===== config.mk =====
export PLATFORM = sky130hd
export DESIGN_NAME = dsp_p_collector_flat
export DESIGN_NICKNAME = d
export VERILOG_FILES = /design/src/rtl/dsp_p_collector_if.sv /design/src/rtl/dsp_p_collector.sv /design/src/flat_wrapper.sv
export SDC_FILE = /design/constraint.sdc
export NUM_CORES = 1
export LEC_CHECK = 0
export BUFFER_PORTS_ARGS = -buffer_cell sky130_fd_sc_hd__buf_4
export CAP_MARGIN = 20
export CORE_MARGIN = 2
export CORE_UTILIZATION = 60
export DETAILED_ROUTE_END_ITERATION = 8
export PLACE_DENSITY_LB_ADDON = 0.12
export SLEW_MARGIN = 30
export SYNTH_ARGS = -nofsm -noshare
export SYNTH_HDL_FRONTEND = slang
export SYNTH_SLANG_ARGS = --single-unit

===== constraint.sdc =====
create_clock -name clk -period 5.4 [get_ports clk]
set_input_delay 1.08 -clock clk [delete_from_list [all_inputs] [get_ports clk]]
set_output_delay 1.08 -clock clk [all_outputs]
set_load 0.1 [all_outputs]

===== src/rtl/dsp_p_collector_if.sv =====
// Issue / result stream bundle between a DSP48A1 slice driver and the P-side collector.
// The master drives issues and consumes results; the slave is the collector.
interface dsp_p_collector_if #(
  parameter int PW    = 48,
  parameter int DEPTH = 8
);
  localparam int LW = $clog2(DEPTH) + 1;

  logic          issue_valid;
  logic          issue_ready;
  logic [PW-1:0] p_in;
  logic          cout_in;
  logic          flush;
  logic          m_valid;
  logic          m_ready;
  logic [PW:0]   m_data;
  logic [LW-1:0] level;
  logic          err_drop;
  logic          err_clr;

  modport master (
    output issue_valid, p_in, cout_in, flush, m_ready, err_clr,
    input  issue_ready, m_valid, m_data, level, err_drop
  );

  modport slave (
    input  issue_valid, p_in, cout_in, flush, m_ready, err_clr,
    output issue_ready, m_valid, m_data, level, err_drop
  );
endinterface


===== src/rtl/dsp_p_collector.sv =====
// Tags each issued DSP48A1 operation, captures {CARRYOUT,P} LATENCY edges later into a
// first-word-fall-through FIFO, and grants issue credit only while a slot is guaranteed.
module dsp_p_collector #(
  parameter int LATENCY = 4,
  parameter int DEPTH   = 8,
  parameter int PW      = 48
) (
  input  logic             clk,
  input  logic             rst_n,
  dsp_p_collector_if.slave bus
);
  localparam int AW = $clog2(DEPTH);
  localparam int LW = $clog2(DEPTH) + 1;
  localparam int RW = PW + 1;
  localparam logic [LW:0]   CAP  = (LW + 1)'(DEPTH);
  localparam logic [LW-1:0] FULL = LW'(DEPTH);

  logic [LATENCY-1:0] tag_q, tag_d;
  logic [LW-1:0]      level_q, level_d;
  logic [LW-1:0]      inflight_q, inflight_d;
  logic [AW-1:0]      wr_ptr_q, wr_ptr_d;
  logic [AW-1:0]      rd_ptr_q, rd_ptr_d;
  logic               err_q, err_d;
  logic [RW-1:0]      wdata_d;
  logic [RW-1:0]      mem_q [DEPTH];

  logic [LW:0] committed;
  logic        issue_ready;
  logic        m_valid;
  logic        accept, drop, push, pop;

  // Credit counts results already queued plus those still travelling through the slice.
  always_comb begin
    committed   = {1'b0, level_q} + {1'b0, inflight_q};
    issue_ready = (committed < CAP);
    m_valid     = (level_q != '0);
    accept      = bus.issue_valid & issue_ready & ~bus.flush;
    drop        = bus.issue_valid & ~issue_ready & ~bus.flush;
    push        = tag_q[LATENCY-1] & ~bus.flush;
    pop         = m_valid & bus.m_ready & ~bus.flush;
    wdata_d     = {bus.cout_in, bus.p_in};
  end

  always_comb begin
    tag_d      = '0;
    inflight_d = '0;
    level_d    = '0;
    wr_ptr_d   = '0;
    rd_ptr_d   = '0;
    if (!bus.flush) begin
      tag_d[0] = accept;
      for (int i = 1; i < LATENCY; i++) begin
        tag_d[i] = tag_q[i-1];
      end
      inflight_d = inflight_q + LW'(accept) - LW'(push);
      level_d    = level_q + LW'(push) - LW'(pop);
      wr_ptr_d   = wr_ptr_q + AW'(push);
      rd_ptr_d   = rd_ptr_q + AW'(pop);
    end
    // A new drop outranks a simultaneous clear so no event is ever lost.
    if (drop) begin
      err_d = 1'b1;
    end else if (bus.err_clr) begin
      err_d = 1'b0;
    end else begin
      err_d = err_q;
    end
  end

  always_ff @(posedge clk or negedge rst_n) begin
    if (!rst_n) begin
      tag_q      <= '0;
      inflight_q <= '0;
      level_q    <= '0;
      wr_ptr_q   <= '0;
      rd_ptr_q   <= '0;
      err_q      <= 1'b0;
    end else begin
      tag_q      <= tag_d;
      inflight_q <= inflight_d;
      level_q    <= level_d;
      wr_ptr_q   <= wr_ptr_d;
      rd_ptr_q   <= rd_ptr_d;
      err_q      <= err_d;
    end
  end

  // Result storage carries data only, so it is left out of reset.
  always_ff @(posedge clk) begin
    if (push) begin
      mem_q[wr_ptr_q] <= wdata_d;
    end
  end

  // Credit accounting makes a push into a full FIFO impossible.
  always_ff @(posedge clk) begin
    if (rst_n && push && !pop) begin
      assert (level_q != FULL);
    end
  end

  assign bus.issue_ready = issue_ready;
  assign bus.m_valid     = m_valid;
  assign bus.m_data      = m_valid ? mem_q[rd_ptr_q] : '0;
  assign bus.level       = level_q;
  assign bus.err_drop    = err_q;

endmodule


===== src/flat_wrapper.sv =====
// flat-port wrapper written by rule: the top's interface ports become plain ports
module dsp_p_collector_flat 
#(
  parameter int LATENCY = 4,
  parameter int DEPTH   = 8,
  parameter int PW      = 48
)
  (clk, rst_n, bus_issue_valid, bus_p_in, bus_cout_in, bus_flush, bus_m_ready, bus_err_clr, bus_issue_ready, bus_m_valid, bus_m_data, bus_level, bus_err_drop);
  dsp_p_collector_if #(.PW(PW), .DEPTH(DEPTH)) bus_i ();
  input  logic clk;
  input  logic rst_n;
  input wire logic [$bits(bus_i.issue_valid)-1:0] bus_issue_valid;
  input wire logic [$bits(bus_i.p_in)-1:0] bus_p_in;
  input wire logic [$bits(bus_i.cout_in)-1:0] bus_cout_in;
  input wire logic [$bits(bus_i.flush)-1:0] bus_flush;
  input wire logic [$bits(bus_i.m_ready)-1:0] bus_m_ready;
  input wire logic [$bits(bus_i.err_clr)-1:0] bus_err_clr;
  output wire logic [$bits(bus_i.issue_ready)-1:0] bus_issue_ready;
  output wire logic [$bits(bus_i.m_valid)-1:0] bus_m_valid;
  output wire logic [$bits(bus_i.m_data)-1:0] bus_m_data;
  output wire logic [$bits(bus_i.level)-1:0] bus_level;
  output wire logic [$bits(bus_i.err_drop)-1:0] bus_err_drop;
  assign bus_i.issue_valid = bus_issue_valid;
  assign bus_i.p_in = bus_p_in;
  assign bus_i.cout_in = bus_cout_in;
  assign bus_i.flush = bus_flush;
  assign bus_i.m_ready = bus_m_ready;
  assign bus_i.err_clr = bus_err_clr;
  assign bus_issue_ready = bus_i.issue_ready;
  assign bus_m_valid = bus_i.m_valid;
  assign bus_m_data = bus_i.m_data;
  assign bus_level = bus_i.level;
  assign bus_err_drop = bus_i.err_drop;
  dsp_p_collector #(.LATENCY(LATENCY), .DEPTH(DEPTH), .PW(PW)) u_core (.clk(clk), .rst_n(rst_n), .bus(bus_i));
endmodule

==> summary.md <==
| Metric | Value |
|---|---|
| Rows | `59` |
| # port buffers | `110` |
| Startpoint types | `flip-flop` |
| Crit share post-route | `0.750` |
| Leakage | `a little over 0.006 uW` |
| CTS root buf | `clkbuf_16` |
| Drt first pass iters | `5` |
| Sink Count | `between 400 and 500` |
| Sequential-to-total area share from yosys stat | `0.780` |
| Hpwl dp | `17000 um` |
| Max_cap viols | `0` |
| Initial antenna violation count | `0` |
| Critical path peak fanout | `28` |
| # setup viols final | `0` |
| Worst skew pair latency | `roughly 0.51 ns` |
| Die ar. | `between 20000 and 30000 um2` |
| Leading cell type in the layout, fill and taps excluded | `edfxtp_1` |
| GPL Wtd Cong | `around 0.75` |
| NumNets Final | `around 900` |
| Library cells used by synthesis | `31` |
| CP max stage cell | `nor2b_4` |
| Net count after synthesis | `749` |
| Overall Power | `about 9100 uW` |
| Slew HR | `0.361` |
| Post-CTS Setup Bufs | `0` |
| Post-Synthesis Cells | `676` |
| Largest net degree at the start of global routing | `a little over 50` |
| Die Y | `~170 um` |
| Clk buf depth | `3` |
| Ports | `111` |
| Vias in the first global route | `7830` |
| Vias/cell | `roughly 6` |
| Core Footprint | `around 26000 um2` |
| Worst slew pin tran | `0.956 ns` |
| FILL cells | `~1.6k` |
| Min cycle time layout | `4.05 ns` |
| Yosys warns | `0` |
| 1st-iter DRT viols | `~750` |
| Crit Path Category | `flip-flop to primary output` |
| Mean Syn Cell Area | `between 20 and 25 um2` |
| Async SR Flop Fraction | `0.0462` |
| Most frequent cells in the layout | `edfxtp_1, buf_4, mux4_2` |
| F_max | `between 0.2 and 0.25 GHz` |
| RSZ-0062 raised after global routing | `no` |
| Ant diodes | `0` |
| Htree depth | `2` |
| # DRC | `0` |
| Via count | `between 7k and 8k` |
| Top cell by count, worst path | `buf_4` |
| Area Growth Syn to Fin | `16.2%` |
| Crit path DAT | `2.97 ns` |
| Drt total wl | `between 20000 and 30000 um` |
| Post-CTS sizing | `0` |
| VDD IR max | `0.547 mV` |
| CP delay by family, top | `simple AND/OR/NAND/NOR gates` |
| CTS Buf Count | `40` |
| Setup TNS Final | `0 ns` |
| Main synth FF type | `edfxtp_1` |
| Hold Crit Class | `input port to asynchronous set/reset pin` |
| Initial Util | `0.606` |
| Post-synth EDFFs | `between 300 and 400` |
| Largest stage delay, worst path | `approximately 0.76 ns` |
| Routed length per placed instance | `around 25 um` |
| Gr usage total | `0.225` |
| Worst-path cell chain | `inv_1 > ha_1 > nor3b_2 > nor2b_4 > buf_4 > a22o_1 > buf_4` |
| CTS Hold Bufs | `0` |
| Status | `completed` |
| Aggregate global routing overflow | `0` |
| Final Hold Viols | `0` |
| Setup crit end kind | `primary output` |
| Yosys reg bits | `about 410` |
| Post-detailed-route count of antenna-violating nets | `0` |
| Wire length of the first global-routing pass | `about 46000 um` |
| Slew Viols, Final | `0` |
| CTS tree | `built` |
| Die width | `between 150 and 200 um` |
| Share of cells above drive strength 1 | `0.354` |
| Buf+Inv Stages, Crit Path | `3` |
| Reg-to-reg setup timing slack | `~2.7 ns` |
| Syn Std Cell Area | `around 16000 um2` |
| Clock Pin Slew Worst Setup and Hold Paths | `about 0.060 ns` |
| Cell area power density | `497 nW/um2` |
| Layout Skew | `about 0.012 ns` |
| Worst Path Required | `approximately 4.3 ns` |
## layout make-up
| cell class | count | area (um2) | share of cell area |
|---|---|---|---|
| repair buffers | 132 | 1030 | 0.0563 |
| flip-flops and latches | 411 | 12300 | 0.671 |
| clock buffers | 51 | 1070 | 0.0588 |
| multi-input cells | 217 | 3280 | 0.180 |
| well taps | 335 | 419 | 0.0230 |
| inverters | 14 | 52.6 | 0.00288 |
| clock inverters | 20 | 146 | 0.00802 |
## routing by layer
metal	routed length, um	share of wire	global-route usage
met5	0	0	0
met4	532	0.018	0.0605
met3	1790	0.060	0.0403
met2	15600	0.53	0.387
met1	11800	0.40	0.303
## Yosys cell counts, types with 3 or more instances
master,count,area [um2]
nor2_1,12,45.0
xnor2_1,4,35.0
inv_1,14,52.6
edfxtp_1,392,11800
mux4_2,98,2210
clkbuf_1,15,56.3
a22o_1,49,429
nand2b_1,4,25.0
buf_4,3,22.5
ha_1,16,200
nor2b_1,14,87.6
buf_2,11,55.1
dfrtp_1,19,475
## worst reg2reg max path, cell delays in order, from the launching register on
cell,delay [ns]
dfrtp_1,0.45
ha_1,0.32
a31o_2,0.21
a2111oi_2,0.49
nor3b_1,0.33
ha_1,0.25
fa_1,0.42
nor2b_1,0.14
## power by group
group	total, uW	internal [uW]	switching, uW
Clock	2600	1500	1090
Combinational	2900	737	2160
Sequential	3570	3520	54.0
Total	9070	5760	3310
## logic make-up after synthesis
family          share of synthesized area
compound gates                     0.0320
buf+inv                            0.0160
simple gates                       0.0129
mux                                 0.141
fa+ha+maj                          0.0153
xor+xnor                          0.00279
flops                               0.780
## path summary, 6_finish.rpt
check | startpoint | cells after the start | endpoint
max | u_core.bus.level[2] | 7 | bus_m_data[46]
min | rst_n | 1 | u_core.inflight_q[2]
max reg2reg | u_core.bus.level[1] | 7 | u_core.inflight_q[1]
min reg2reg | u_core.tag_q[2] | 1 | u_core.tag_q[3]
max in group asynchronous | rst_n | 1 | u_core.rd_ptr_q[0]
min in group clk | u_core.tag_q[2] | 1 | u_core.tag_q[3]
## registers in the layout (all words and copies together) (netlist names)
name,count
u_core.bus.err_drop,1
u_core.rd_ptr_q,3
u_core.inflight_q,4
u_core.wr_ptr_q,3
u_core.mem_q,392
u_core.tag_q,4
u_core.bus.level,4
## stage by stage
stage | util | area (um2) | hold slack (ns) | std cells | setup WS [ns]
6_report | 0.704 | 18300 | 0.436 | 1180 | 1.35
5_1_grt | 0.704 | 18300 | 0.434 | 1180 | 1.18
3_3_place_gp | 0.657 | 17000 | 0.449 | 1109 | 1.87
4_1_cts | 0.704 | 18300 | 0.422 | 1180 | 1.28
3_5_place_dp | 0.657 | 17000 | 0.455 | 1109 | 1.84
2_1_floorplan | - | 15700 | 0.439 | 676 | 0.0610
No activity file was read; power rests on OpenSTA's default activity.
